`config.mk`:
```
export PLATFORM = sky130hd
export DESIGN_NAME = atag_ctrl
export DESIGN_NICKNAME = d
export VERILOG_FILES = /design/src/rtl/atag_pkg.sv /design/src/rtl/atag_pick.sv /design/src/rtl/atag_ctrl.sv
export SDC_FILE = /design/constraint.sdc
export NUM_CORES = 1
export LEC_CHECK = 0
export CORE_ASPECT_RATIO = 1.4
export CORE_MARGIN = 3
export CORE_UTILIZATION = 39
export CTS_CLUSTER_DIAMETER = 150
export DETAILED_ROUTE_END_ITERATION = 6
export GPL_TIMING_DRIVEN = 0
export HOLD_SLACK_MARGIN = 0.02
export PLACE_DENSITY = 0.84
export RECOVER_POWER = 100
export SLEW_MARGIN = 20
export SYNTH_ARGS = -nofsm -noshare
export SYNTH_HDL_FRONTEND = slang
export SYNTH_SLANG_ARGS = --single-unit
```
`constraint.sdc`:
```
create_clock -name clock -period 2.35 [get_ports clock]
set_clock_uncertainty 0.15 [all_clocks]
set_input_delay 0.47 -clock clock [delete_from_list [all_inputs] [get_ports clock]]
set_output_delay 0.47 -clock clock [all_outputs]
set_load 0.02 [all_outputs]
```
`src/rtl/atag_pkg.sv`:
```
// atag_pkg: default tag-store geometry and controller state encoding shared with atag
package atag_pkg;
  localparam int NWAYS_DEF = 4;
  localparam int IBITS_DEF = 8;
  localparam int TBITS_DEF = 18;
  localparam int WBITS_DEF = $clog2(NWAYS_DEF);
  localparam int ADDRS_DEF = TBITS_DEF + IBITS_DEF;
  typedef enum logic [2:0] {S_IDLE, S_LOOK, S_EVICT, S_FILL, S_STORE, S_RESP} state_t;
endpackage

```
`src/rtl/atag_pick.sv`:
```
// atag_pick: one-hot select of the lowest set bit of a way vector
module atag_pick #(
  parameter int NWAYS = 4
) (
  input  logic [NWAYS-1:0] req,
  output logic [NWAYS-1:0] sel
);
  assign sel = req & (~req + NWAYS'(1));
endmodule

```
`src/rtl/atag_ctrl.sv`:
```
// atag_ctrl: tag-store lookup/allocation sequencer (hit/miss, victim pick, evict, fill, store)
module atag_ctrl
  import atag_pkg::*;
#(
  parameter int NWAYS = NWAYS_DEF,
  parameter int IBITS = IBITS_DEF,
  parameter int TBITS = TBITS_DEF,
  localparam int WBITS = $clog2(NWAYS),
  localparam int ADDRS = TBITS + IBITS
) (
  input  logic             clock,
  input  logic             reset_n,
  input  logic             req_valid_i,
  output logic             req_ready_o,
  input  logic [ADDRS-1:0] req_addr_i,
  output logic             resp_valid_o,
  input  logic             resp_ready_i,
  output logic             resp_hit_o,
  output logic [NWAYS-1:0] resp_way_o,
  output logic             resp_evict_o,
  output logic             find_o,
  output logic [ADDRS-1:0] addr_o,
  input  logic [NWAYS-1:0] hits_i,
  input  logic [NWAYS-1:0] free_i,
  input  logic             miss_i,
  output logic             store_o,
  output logic             evict_o,
  output logic [NWAYS-1:0] way_o,
  output logic [IBITS-1:0] idx_o,
  output logic [TBITS-1:0] tag_o,
  output logic             fill_req_o,
  output logic [ADDRS-1:0] fill_addr_o,
  input  logic             fill_ack_i
);
  state_t           state, state_nx;
  logic             armed, hit_q, evict_q, look_hit, look_evict;
  logic [ADDRS-1:0] addr_q;
  logic [NWAYS-1:0] way_q, hit_way, free_way;
  logic [WBITS-1:0] rr;

  atag_pick #(.NWAYS(NWAYS)) u_hit  (.req(hits_i), .sel(hit_way));
  atag_pick #(.NWAYS(NWAYS)) u_free (.req(free_i), .sel(free_way));

  assign look_hit   = ~miss_i & |hits_i;
  assign look_evict = ~look_hit & ~|free_i;

  // armed holds ready low through the first clock after reset release
  always_ff @(posedge clock or negedge reset_n)
    if (!reset_n) begin
      state   <= S_IDLE;
      armed   <= 1'b0;
      addr_q  <= '0;
      way_q   <= '0;
      hit_q   <= 1'b0;
      evict_q <= 1'b0;
      rr      <= '0;
    end else begin
      state <= state_nx;
      armed <= 1'b1;
      if (find_o) addr_q <= req_addr_i;
      if (state == S_LOOK) begin
        hit_q   <= look_hit;
        evict_q <= look_evict;
        way_q   <= look_hit ? hit_way : look_evict ? NWAYS'(1) << rr : free_way;
        rr      <= rr + WBITS'(look_evict);
      end
    end

  always_comb begin
    state_nx = state;
    case (state)
      S_IDLE:  state_nx = find_o ? S_LOOK : S_IDLE;
      S_LOOK:  state_nx = look_hit ? S_RESP : look_evict ? S_EVICT : S_FILL;
      S_EVICT: state_nx = S_FILL;
      S_FILL:  state_nx = fill_ack_i ? S_STORE : S_FILL;
      S_STORE: state_nx = S_RESP;
      S_RESP:  state_nx = resp_ready_i ? S_IDLE : S_RESP;
      default: state_nx = S_IDLE;
    endcase
  end

  always_comb begin
    req_ready_o  = armed & (state == S_IDLE);
    find_o       = req_valid_i & req_ready_o;
    addr_o       = req_ready_o ? req_addr_i : '0;
    evict_o      = state == S_EVICT;
    store_o      = state == S_STORE;
    way_o        = (evict_o | store_o) ? way_q : '0;
    idx_o        = (evict_o | store_o) ? addr_q[IBITS-1:0] : '0;
    tag_o        = store_o ? addr_q[ADDRS-1:IBITS] : '0;
    fill_req_o   = state == S_FILL;
    fill_addr_o  = fill_req_o ? addr_q : '0;
    resp_valid_o = state == S_RESP;
    resp_hit_o   = resp_valid_o & hit_q;
    resp_evict_o = resp_valid_o & evict_q;
    resp_way_o   = resp_valid_o ? way_q : '0;
  end
endmodule

```
# ---- After elaboration in Yosys (flattened, before gate mapping)
# Index checks and enable logic that the tools add are counted.
dict set report totals {
  input_bits 40
  word_cells 47
  ff_bits 38
}
dict set report classes {
  muxes 14
  shifts 1
  n_eq_ne 5
  reduce_logical 4
  addsub 3
  bitwise 13
}
# cell n
set op_table {}
lappend op_table {{26-bit two-way mux} 2}
lappend op_table {{18-bit two-way mux} 1}
lappend op_table {{3-bit one-hot mux with 6 select lines} 1}
lappend op_table {{4-bit two-way mux} 4}
lappend op_table {{3-bit two-way mux} 3}
lappend op_table {{4-bit by 1-bit adder with 4-bit output (second input constant)} 2}
lappend op_table {{4-bit bitwise AND} 2}
lappend op_table {{8-bit two-way mux} 1}
lappend op_table {{4-bit NOT} 2}
lappend op_table {{4-bit OR reduction} 2}
lappend op_table {{1-bit bitwise AND} 6}
lappend op_table {{3-bit by 2-bit equality test with 1-bit output (second input constant)} 2}
lappend op_table {{3-bit equality test (second input constant)} 2}
lappend op_table {{1-bit by 2-bit left shift with 4-bit output (first input constant)} 1}
lappend op_table {{3-bit by 1-bit equality test with 1-bit output (second input constant)} 1}
lappend op_table {{3-bit zero test} 1}
lappend op_table {{2-bit by 1-bit adder with 2-bit output} 1}
lappend op_table {{1-bit two-way mux} 2}
lappend op_table {{1-bit NOT} 2}
lappend op_table {{1-bit zero test} 1}
lappend op_table {{1-bit bitwise OR} 1}

# ---- Depth between registers and ports, before layout
# Gate-level depths: netlist (run 1).
dict set report depth {
  ltp_word 7
  ltp_mapped 6
}

# ---- Hierarchy
# From an unflattened synthesis (run 1), not the netlist that was laid out.
dict set report unflattened {
  hier_cells 234
  hier_area_um2 2427.3
}
# module seq_area_each_um2 n_inst cells_per_inst area_per_inst_um2
set by_module_without_submodules {}
lappend by_module_without_submodules {atag_ctrl 950.9 1 226 2354.8}
lappend by_module_without_submodules {atag_pick 0.0 2 4 36.3}

# ---- Worst setup path after synthesis (run 1)
# OpenSTA, ideal clock, no wires.
dict set report synth_timing {
  kind {flip-flop to output port}
  from {register state[1]}
  to {output port tag_o[10]}
  path_buffers 2
  setup_slack_ns 0.173
  arrival_ns 1.557
  path_stages_with_launch 5
  path_cell_list {dfrtp_1 > buf_2 > nor3b_2 > clkbuf_1 > and2_1}
}
dict set report synth_via {
  elab_chain_len 2
}
# element line_no
set synth_lines {}
lappend synth_lines {{start, declared} atag_ctrl.sv:35} ;# state_t state, state_nx;
lappend synth_lines {{start signal, assigned} atag_ctrl.sv:58} ;# state <= state_nx;
lappend synth_lines {{3-bit equality test} atag_ctrl.sv:87} ;# store_o = state == S_STORE;
lappend synth_lines {{net store_o} atag_ctrl.sv:26} ;# output logic store_o,
lappend synth_lines {{18-bit two-way mux} atag_ctrl.sv:90} ;# tag_o = store_o ? addr_q[ADDRS-1:IBITS] : '0;
lappend synth_lines {{end, declared} atag_ctrl.sv:30} ;# output logic [TBITS-1:0] tag_o,
# The timed path passes the listed nets, and every way through them passes these cells.

# ---- Final worst setup path (run 1)
dict set report layout_timing {
  from {register state[1]}
  to {output port addr_o[3]}
}
dict set report layout_via {
  elab_chain_len 3
}
# element line_no
set layout_lines {}
lappend layout_lines {{3-bit zero test} atag_ctrl.sv:83} ;# req_ready_o = armed & (state == S_IDLE);
lappend layout_lines {{1-bit bitwise AND} atag_ctrl.sv:83}
lappend layout_lines {{26-bit two-way mux} atag_ctrl.sv:85} ;# addr_o = req_ready_o ? req_addr_i : '0;
lappend layout_lines {{end, declared} atag_ctrl.sv:22} ;# output logic [ADDRS-1:0] addr_o,
# Every way passes these cells.

==> out/metrics.yaml, run 1 <==
clock_tree:
  clock_sinks: 38
  clk_latency_ps: 290
  numCtsBuffers: 5
  cts_tree: "yes"
  ctsLongestPathBuffers: 2
  h-tree-depth: 2
  root_buffer: "clkbuf_8"
  clkTransAtPathRegs_ps: 80
setup_path:
  worst_r2r_path_depth: 8
  startpoint: "state[1]"
  crit_arrival_ps: 1740
  cp_max_fo: 5
  r2r_end: "addr_q[19]"
  path_class: "flip-flop to output pin"
  endpoint: "addr_o[3]"
  crit_required_ps: 1730
  end_kind: "output pin"
  r2r_slack_ps: 20
  r2r-start: "state[1]"
  startpoint_type: "flip-flop"
sta:
  final-max-slew-violation-count: 0
  slew_headroom_pct: 52.0
  rsz0062_at_grt: "yes"
  fin_crit_sh_pct: 100
  tightest_slew_ps: 720
  setup_viol: 5
  setup_tns_ps: -13.0
  finalHoldViolCount: 0
  fmax_ghz: 0.424
  worst_slack_ps: -6.39
  period_minus_slack_ps: 2360
grt:
  grt_overflow: 0
  grt_max_degree: 29
  grt_pass1_vias: 2384
  grt_use_total_pct: 21.1
  grt_first_pass_wirelength_microns: 11900
  antenna_found_initial: 0
logic_synthesis:
  ys_types: 38
  synthesis.area_sq_um: 2410
  synth-seq-cells: 38
  ys.flop_type: "dfrtp_1"
  syn_area_per_cell_sq_um: 10.3
  synth_warnings: 0
  async_reset_ff_share_pct: 100
  synth_edf_count: 0
  syn_inst: 233
  synth_nets: 274
  seq_area_frac_synth_pct: 39.5
finish:
  stdcell_area_sq_um: 3830
  diodes: 0
  area_growth_pct: 58.9
  finalNetCount: 424
  n_fill_cell: 561
  drive_gt1_share_pct: 39.8
power_and_ir_drop:
  p_leak_nw: 1.94
  ir_worst_vdd_uv: 660
  power_density_nw_per_um2: 1080
status:
  failed_checks: "setup timing"
  status: "complete, but fails checks"
floorplan:
  die_h_microns: 99.0
  floorplan.core_area_sq_um: 5900
  io_pins: 134
  dieArea_sq_um: 7170
  start_util_pct: 40.8
  num_rows: 33
  die_w_microns: 72.4
placed_design:
  dp_hpwl_microns: 5490
  place_congestion: 0.904
  place_area_sq_um: 3830
  io_buffer_count: 132
routing:
  vias: 2259
  firstDrtPassIters: 4
  wl_per_cell_microns: 16.3
  drtAntennaViolNets: 0
  vias_per_cell: 4.98
  routed_wl_microns: 7420
  drt_iter0_drc: 61
  drc: 0
run:
  maxCapViolCount: 0
min_path:
  min_path_type: "flip-flop to flip-flop"
cell type report:
cell class,instances,area (sq um),area share (%)
Buffer,12,125,3.27
Clock buffer,5,68.8,1.80
Clock inverter,3,45.0,1.18
Inverter,2,7.51,0.196
Multi-Input combinational cell,177,1370,35.8
Sequential cell,38,951,24.8
Tap cell,70,87.6,2.29
Timing Repair Buffer,147,1170,30.7
kinds of logic (layout without fill, tap and decap cells):
logic type | count (synthesis) | in the layout | synth area share (%)
AOI/OAI and AO/OA | 21 | 21 | 5.14
xor gates and xnor gates | 2 | 2 | 0.727
adders and majority gates | 1 | 1 | 0.519
buffers and inverters | 18 | 169 | 5.35
DFF | 38 | 38 | 39.5
muxes | 29 | 29 | 16.2
other | 1 | 1 | 0.156
and+or+nand+nor | 123 | 123 | 32.5
repair_timing:
item / in CTS / in global routing
cloned: 0 / 0
buffers inserted: 13 / 0
setup endpoints to repair: 96 / 88
pin swaps: 3 / 3
hold buffers: 1 / 0
endpoints found under the hold margin: 10 / 0
resized for setup: 347 / 67
cell usage after synthesis, types with 2 or more instances:
| master | number | share of area [%] |
|---|---|---|
| nand2_1 | 9 | 1.4 |
| mux2_2 | 8 | 3.7 |
| nor2b_1 | 3 | 0.78 |
| inv_1 | 2 | 0.31 |
| and3_1 | 6 | 1.6 |
| mux2_4 | 18 | 11 |
| and2_1 | 83 | 22 |
| xnor2_1 | 2 | 0.73 |
| o21ai_0 | 10 | 2.1 |
| buf_12 | 3 | 2.5 |
| nor3b_1 | 4 | 1.2 |
| a21oi_1 | 4 | 0.83 |
| nor4b_1 | 2 | 0.73 |
| nor2_1 | 3 | 0.47 |
| o211ai_1 | 2 | 0.62 |
| clkbuf_1 | 7 | 1.1 |
| mux2i_1 | 3 | 1.2 |
| nor3_1 | 3 | 0.62 |
| dfrtp_1 | 38 | 39 |
| buf_2 | 4 | 0.83 |
| nor4_1 | 2 | 0.52 |
per-stage QoR:
| stage | setup WS [ps] | cells | total power, mW | utilization (%) | hold slack, ps |
|---|---|---|---|---|---|
| 6_report | -6.39 | 454 | 4.15 | 64.8 | 349 |
| 2_1_floorplan | 173 | 233 | 2.59 | - | 24.4 |
| 5_1_grt | -83.5 | 454 | 4.43 | 64.8 | 379 |
| 3_3_place_gp | -510 | 435 | 3.53 | 64.7 | 315 |
| 4_1_cts | -31.7 | 456 | 4.16 | 66.1 | 347 |
| 3_5_place_dp | -545 | 436 | 3.59 | 64.9 | 226 |
critical path, stage by stage, from the launching register on:
cell and delay, ps:
dfrtp_1 390, buf_6 130, nor4b_4 290, buf_4 190, buf_6 100, buf_6 100, and2_4 140, buf_6 110
cell usage in the layout (no fill, tap or decap), drive strengths merged, types with 2 or more instances in the layout:
cell           count
xnor2              2
clkbuf            27
mux2i              3
dfrtp             38
nor4               2
and2              84
inv                2
nor3               3
dlygate4sd2        8
o211ai             2
nor3b              5
o21ai             10
a21oi              4
nor4b              3
buf               85
clkinvlp           2
mux2              26
and3               6
nand2              9
nor2b              3
clkdlybuf4s15      6
nor2               3
clkdlybuf4s50     37
sequential cells by signal (all words and copies together) (netlist names):
| name | cells |
|---|---|
| way_q | 4 |
| armed | 1 |
| hit_q | 1 |
| rr | 2 |
| evict_q | 1 |
| addr_q | 26 |
| state | 3 |
power by group:
group	internal (mW)	switching [mW]
clock network	0.316	0.247
logic	1.22	1.18
registers	0.967	0.221
per-layer routing:
metal | part of all wire (%) | track usage [%] | vias up
li1 | - | - | 1075
met1 | 39 | 24.1 | 1082
met2 | 53 | 39.3 | 95
met3 | 6.8 | 4.39 | 7
met4 | 1.2 | 5.11 | 0
met5 | 0 | 0 | -
worst min path at each step:
stage,depth (start not counted),startpoint,endpoint
2_1_floorplan,0,reset_n,addr_q[0]
3_3_place_gp,2,evict_q,evict_q
3_5_place_dp,1,reset_n,hit_q
4_1_cts,2,hit_q,hit_q
5_1_grt,2,hit_q,hit_q
6_report,2,hit_q,hit_q
Power figures use the tool's default switching activity.
==> run 2: changes to the inputs <==
SLEW_MARGIN = default   (was 20)
==> out/metrics.yaml, run 2 (synthesis results as in run 1) <==
status:
  status: "complete, but fails checks"  # unchanged
  failed_checks: "setup timing"  # unchanged
power_and_ir_drop:
  power_density_nw_per_um2: 1100  # was 1080 nW/um^2
  ir_worst_vdd_uv: 526  # was 660 uV
  combPwrFrac_pct: 61.5  # was 57.8%
  p_leak_nw: 2.09  # was 1.94 nW
  finalPower_mw: 4.60  # was 4.15 mW
  p_switching_mw: 1.77  # was 1.65 mW
  intPower_mw: 2.82  # was 2.51 mW
  p_seq_share_pct: 26.2  # was 28.6%
  switching_share_pct: 38.5  # was 39.6%
  clkPwrFrac_pct: 12.3  # was 13.5%
finish:
  regArea_sq_um: 952  # was 951 sq um
  stdcell_area_sq_um: 4170  # was 3830 sq um
  final_common_cell: "buf_6"  # was and2_1
  area_growth_pct: 72.8  # was 58.9%
  largestRegisters: "addr_q: 26 flops, way_q: 4 flops, state: 3 flops"  # unchanged
  finalNetCount: 432  # was 424
  drive_gt1_share_pct: 50.3  # was 39.8%
  largest_reg_flops: 26  # unchanged
  n_fill_cell: 487  # was 561
  utilization_pct: 70.5  # was 64.8%
  top_register: "addr_q"  # unchanged
  diodes: 0  # unchanged
  final_cells: 462  # was 454
  mostFrequentLayoutCells: "50 x buf_6, 48 x and2_1, 37 x dfrtp_1, 37 x clkdlybuf4s50_1, 36 x and2_4"  # was 76 x and2_1, 38 x dfrtp_1, 37 x clkdlybuf4s50_1
  multi_input_area_sq_um: 1450  # was 1370 sq um
sta:
  worst_slack_ps: -6.31  # was -6.39 ps
  fmax_ghz: 0.424  # about the same
  timing.hold.ws_ps: 161  # was 349 ps
  slew_headroom_pct: 36.6  # was 52.0%
  finalHoldViolCount: 0  # unchanged
  final-max-slew-violation-count: 0  # unchanged
  tightest_slew_ps: 951  # was 720 ps
  rsz0062_at_grt: "yes"  # unchanged
  period_minus_slack_ps: 2360  # about the same
  setup_tns_ps: -12.7  # was -13.0 ps
  setup_viol: 4  # was 5
  fin_crit_sh_pct: 100  # about the same
routing:
  drt_iter0_drc: 66  # was 61
  drtAntennaViolNets: 0  # unchanged
  drc: 0  # unchanged
  vias: 2342  # was 2259
  wl_per_cell_microns: 16.6  # was 16.3 microns
  routed_wl_microns: 7670  # was 7420 microns
  firstDrtPassIters: 4  # unchanged
  vias_per_cell: 5.07  # was 4.98
placed_design:
  place_congestion: 0.904  # unchanged
  dp_hpwl_microns: 5450  # was 5490 microns
  pre_cts_ws_ps: -536  # was -545 ps
  placed_cells: 435  # was 436
  place_area_sq_um: 3810  # was 3830 sq um
  io_buffer_count: 132  # unchanged
setup_path:
  crit_arrival_ps: 1740  # about the same
  end_kind: "output pin"  # unchanged
  r2r_slack_ps: 100  # was 20 ps
  path_class: "flip-flop to output pin"  # unchanged
  cp_max_fo: 5  # unchanged
  worst_r2r_path_depth: 8  # unchanged
  startpoint_type: "flip-flop"  # unchanged
  r2r-start: "state[1]"  # unchanged
  crit_required_ps: 1730  # about the same
  r2r_end: "addr_q[0]"  # was addr_q[19]
grt:
  grt_pass1_vias: 2390  # was 2384
  antenna_found_initial: 0  # unchanged
  grt_first_pass_wirelength_microns: 11700  # was 11900 microns
  grt_overflow: 0  # unchanged
  grt_use_total_pct: 20.4  # was 21.1%
  grt_max_degree: 39  # was 29
floorplan:
  die_w_microns: 72.4  # unchanged
  start_util_pct: 40.8  # unchanged
  num_rows: 33  # unchanged
  die_h_microns: 99.0  # unchanged
  io_pins: 134  # unchanged
  dieArea_sq_um: 7170  # unchanged
  floorplan.core_area_sq_um: 5900  # unchanged
clock_tree:
  root_buffer: "clkbuf_8"  # unchanged
  clkTransAtPathRegs_ps: 80  # about the same
  ctsHoldBuffers: 0  # was 1
  clock_sinks: 38  # unchanged
  ctsLongestPathBuffers: 2  # unchanged
  numCtsBuffers: 5  # unchanged
  cts_tree: "yes"  # unchanged
  h-tree-depth: 2  # unchanged
  clk_latency_ps: 290  # about the same
run:
  maxCapViolCount: 0  # unchanged
min_path:
  min_path_type: "input port to asynchronous set/reset pin"  # was flip-flop to flip-flop
[run 2: changes by cell type in the layout (fill, tap and decap cells not counted), sizes merged]
cell,delta
clkbuf,-9
clkdlybuf4s15,-3
dlygate4sd3,-1
dlygate4sd2,+1
buf,+20
[run 2: cell type report]
cell class / count / share of cell area (%)
flip-flops and latches: 38 / 22.9
clock inverters: 3 / 1.08
clock buffers: 5 / 1.65
inverters: 2 / 0.180
repair buffers: 154 / 33.2
plain buffers: 13 / 4.06
well taps: 70 / 2.10
multi-input cells: 177 / 34.9
[run 2: worst max-delay path by stage]
| stage | to | slack [ps] | from | cells past startpoint |
|---|---|---|---|---|
| floorplan | tag_o[10] | 170 | state[1] | 4 |
| global placement | find_o | -510 | state[2] | 6 |
| detailed placement | tag_o[12] | -540 | state[1] | 5 |
| CTS | addr_o[10] | -120 | state[2] | 8 |
| global route | addr_o[24] | -70 | state[1] | 6 |
| finish | addr_o[7] | -6 | state[1] | 6 |
[run 2: timing repair]
action | CTS | global route
resized for setup | 388 | 113
buffers inserted | 9 | 9
gates cloned | 1 | 4
setup endpoints to repair | 96 | 90
pin swaps | 8 | 17
[run 2: worst max-delay path, stage by stage (launching register included)]
cell and delay, ps:
dfrtp_2 460, nor4b_4 310, buf_4 170, buf_6 130, clkbuf_16 140, and2_4 130
buf_6 110
[run 2: routing by layer]
metal,vias up,global-route usage (%),part of all wire [%]
met3,10,4.18,7.1
met1,1134,24.0,39
met5,-,0,0
met4,0,4.12,1.1
met2,99,37.5,53
li1,1099,-,-
[run 2: power by group through the flow]
stage / Sequential, mW / Clock, mW / Combinational, mW
5_1_grt: 1.24 / 0.604 / 3.02
6_report: 1.20 / 0.564 / 2.83
3_5_place_dp: 1.19 / 0 / 2.39
4_1_cts: 1.18 / 0.572 / 2.42
3_3_place_gp: 1.17 / 0 / 2.36
2_1_floorplan: 1.12 / 0 / 1.47
==> run 3: changes to the inputs <==
CORE_UTILIZATION = 40   (was 39)
CTS_BUF_LIST = sky130_fd_sc_hd__clkbuf_8   (was default)
PLACE_DENSITY = 0.86   (was 0.84)
==> out/metrics.yaml, run 3 (synthesis results as in run 1) <==
status:
  status: "complete, but fails checks"  # unchanged
  failed_checks: "setup timing"  # unchanged
routing:
  drtAntennaViolNets: 0  # unchanged
  wl_per_cell_microns: 16.4  # was 16.6 microns
  vias: 2286  # was 2342
  drt_iter0_drc: 94  # was 66
  routed_wl_microns: 7550  # was 7670 microns
  firstDrtPassIters: 4  # unchanged
  vias_per_cell: 4.96  # was 5.07
  drc: 0  # unchanged
floorplan:
  dieArea_sq_um: 7010  # was 7170 sq um
  start_util_pct: 42.4  # was 40.8%
  floorplan.core_area_sq_um: 5690  # was 5900 sq um
  die_h_microns: 97.8  # was 99.0 microns
  num_rows: 32  # was 33
  die_w_microns: 71.6  # was 72.4 microns
  io_pins: 134  # unchanged
setup_path:
  end_kind: "output pin"  # unchanged
  crit_arrival_ps: 1740  # about the same
  cp_max_fo: 10  # was 5
  crit_required_ps: 1730  # about the same
  path_class: "flip-flop to output pin"  # unchanged
  startpoint_type: "flip-flop"  # unchanged
finish:
  drive_gt1_share_pct: 45.3  # was 50.3%
  diodes: 0  # unchanged
  mostFrequentLayoutCells: "61 x and2_1, 38 x dfrtp_1, 36 x clkdlybuf4s50_1"  # was 50 x buf_6, 48 x and2_1, 37 x dfrtp_1, 37 x clkdlybuf4s50_1, 36 x and2_4
  largest_reg_flops: 26  # unchanged
  finalNetCount: 433  # was 432
  stdcell_area_sq_um: 4080  # was 4170 sq um
  area_growth_pct: 69.5  # was 72.8%
  n_fill_cell: 462  # was 487
  largestRegisters: "addr_q: 26 flops, way_q: 4 flops, state: 3 flops"  # unchanged
  final_common_cell: "and2_1"  # was buf_6
  final_cells: 461  # was 462
  top_register: "addr_q"  # unchanged
  utilization_pct: 71.8  # was 70.5%
sta:
  worst_slack_ps: -7.93  # was -6.31 ps
  final-max-slew-violation-count: 0  # unchanged
  slew_headroom_pct: 37.6  # was 36.6%
  fin_crit_sh_pct: 100  # about the same
  period_minus_slack_ps: 2360  # about the same
  rsz0062_at_grt: "yes"  # unchanged
  setup_viol: 3  # was 4
  timing.hold.ws_ps: 161  # about the same
  finalHoldViolCount: 0  # unchanged
  tightest_slew_ps: 937  # was 951 ps
  fmax_ghz: 0.424  # about the same
  setup_tns_ps: -16.2  # was -12.7 ps
grt:
  grt_first_pass_wirelength_microns: 11900  # was 11700 microns
  grt_pass1_vias: 2304  # was 2390
  grt_use_total_pct: 21.2  # was 20.4%
  grt_overflow: 0  # unchanged
  antenna_found_initial: 0  # unchanged
  grt_max_degree: 39  # unchanged
clock_tree:
  clock_sinks: 38  # unchanged
  ctsLongestPathBuffers: 2  # unchanged
  cts_tree: "yes"  # unchanged
  clkTransAtPathRegs_ps: 80  # about the same
  root_buffer: "clkbuf_8"  # unchanged
  h-tree-depth: 2  # unchanged
  clk_latency_ps: 290  # about the same
  numCtsBuffers: 5  # unchanged
  ctsHoldBuffers: 0  # unchanged
power_and_ir_drop:
  ir_worst_vdd_uv: 663  # was 526 uV
  power_density_nw_per_um2: 1090  # was 1100 nW/um^2
  p_leak_nw: 2.02  # was 2.09 nW
placed_design:
  io_buffer_count: 132  # unchanged
  place_area_sq_um: 3810  # about the same
  placed_cells: 433  # was 435
  place_congestion: 0.923  # was 0.904
  dp_hpwl_microns: 5240  # was 5450 microns
min_path:
  min_path_type: "input port to asynchronous set/reset pin"  # unchanged
run:
  maxCapViolCount: 0  # unchanged
==> run 3: cell types whose count changed in the layout (fill, tap and decap cells not counted), sizes merged <==
cell,before,now
dlygate4sd3,0,1
clkdlybuf4s15,3,17
clkbuf,18,28
clkdlybuf4s50,37,36
clkinvlp,2,0
buf,105,85
clkinv,0,2
dlygate4sd2,9,6
==> run 3: worst max-delay path, stage by stage, from the launching register on <==
cell	delay [ps]
dfrtp_1	400
buf_6	130
nor4b_4	250
buf_4	170
buf_6	110
buf_8	120
and2_1	140
buf_6	120
==> run 3: report_power, final <==
group          switching [mW]  leakage (nW)  internal (mW)  total, mW
clock                   0.238        0.0579          0.313      0.550
sequential              0.217         0.464          0.967       1.18
combinational            1.27          1.50           1.44       2.71
==> run 3: worst paths after layout <==
kind | startpoint | endpoint | slack (ps) | depth (start not counted)
max in group asynchronous | reset_n | addr_q[22] | 1310 | 1
min reg2reg | hit_q | hit_q | 340 | 2
min in group clock | hit_q | hit_q | 340 | 2
max reg2reg | state[1] | addr_q[16] | 100 | 8
max | state[1] | addr_o[18] | -8 | 7
min | reset_n | evict_q | 160 | 1
==> run 3: final cells by class <==
| class | count | area, sq um | share of cell area (%) |
|---|---|---|---|
| multi-input cells | 177 | 1430 | 34.9 |
| plain buffers | 12 | 120 | 2.94 |
| clock buffers | 5 | 68.8 | 1.69 |
| inverters | 2 | 7.51 | 0.184 |
| clock inverters | 3 | 40.0 | 0.980 |
| well taps | 68 | 85.1 | 2.08 |
| repair buffers | 156 | 1390 | 33.9 |
| flip-flops and latches | 38 | 951 | 23.3 |
==> run 3: repair_timing <==
| action | in CTS | in global routing |
|---|---|---|
| resized for setup | 335 | 100 |
| setup endpoints to repair | 96 | 88 |
| buffers inserted | 14 | 10 |
| endpoints found under the hold margin | 0 | 0 |
| cloned | 1 | 2 |
| pin swaps | 3 | 15 |
==> run 3: metal layers <==
layer	global-route usage [%]	share of wire, %	vias up
li1	-	-	1096
met3	4.12	7.1	10
met5	0	0	-
met2	37.1	50	112
met4	4.78	1.4	0
met1	26.5	41	1068
==> run 3: stage by stage <==
step | power [mW] | worst slack, ps
2_1_floorplan | 2.59 | 173
4_1_cts | 4.25 | -113
3_5_place_dp | 3.58 | -559
6_report | 4.44 | -7.93
3_3_place_gp | 3.52 | -505
5_1_grt | 4.72 | -77.3
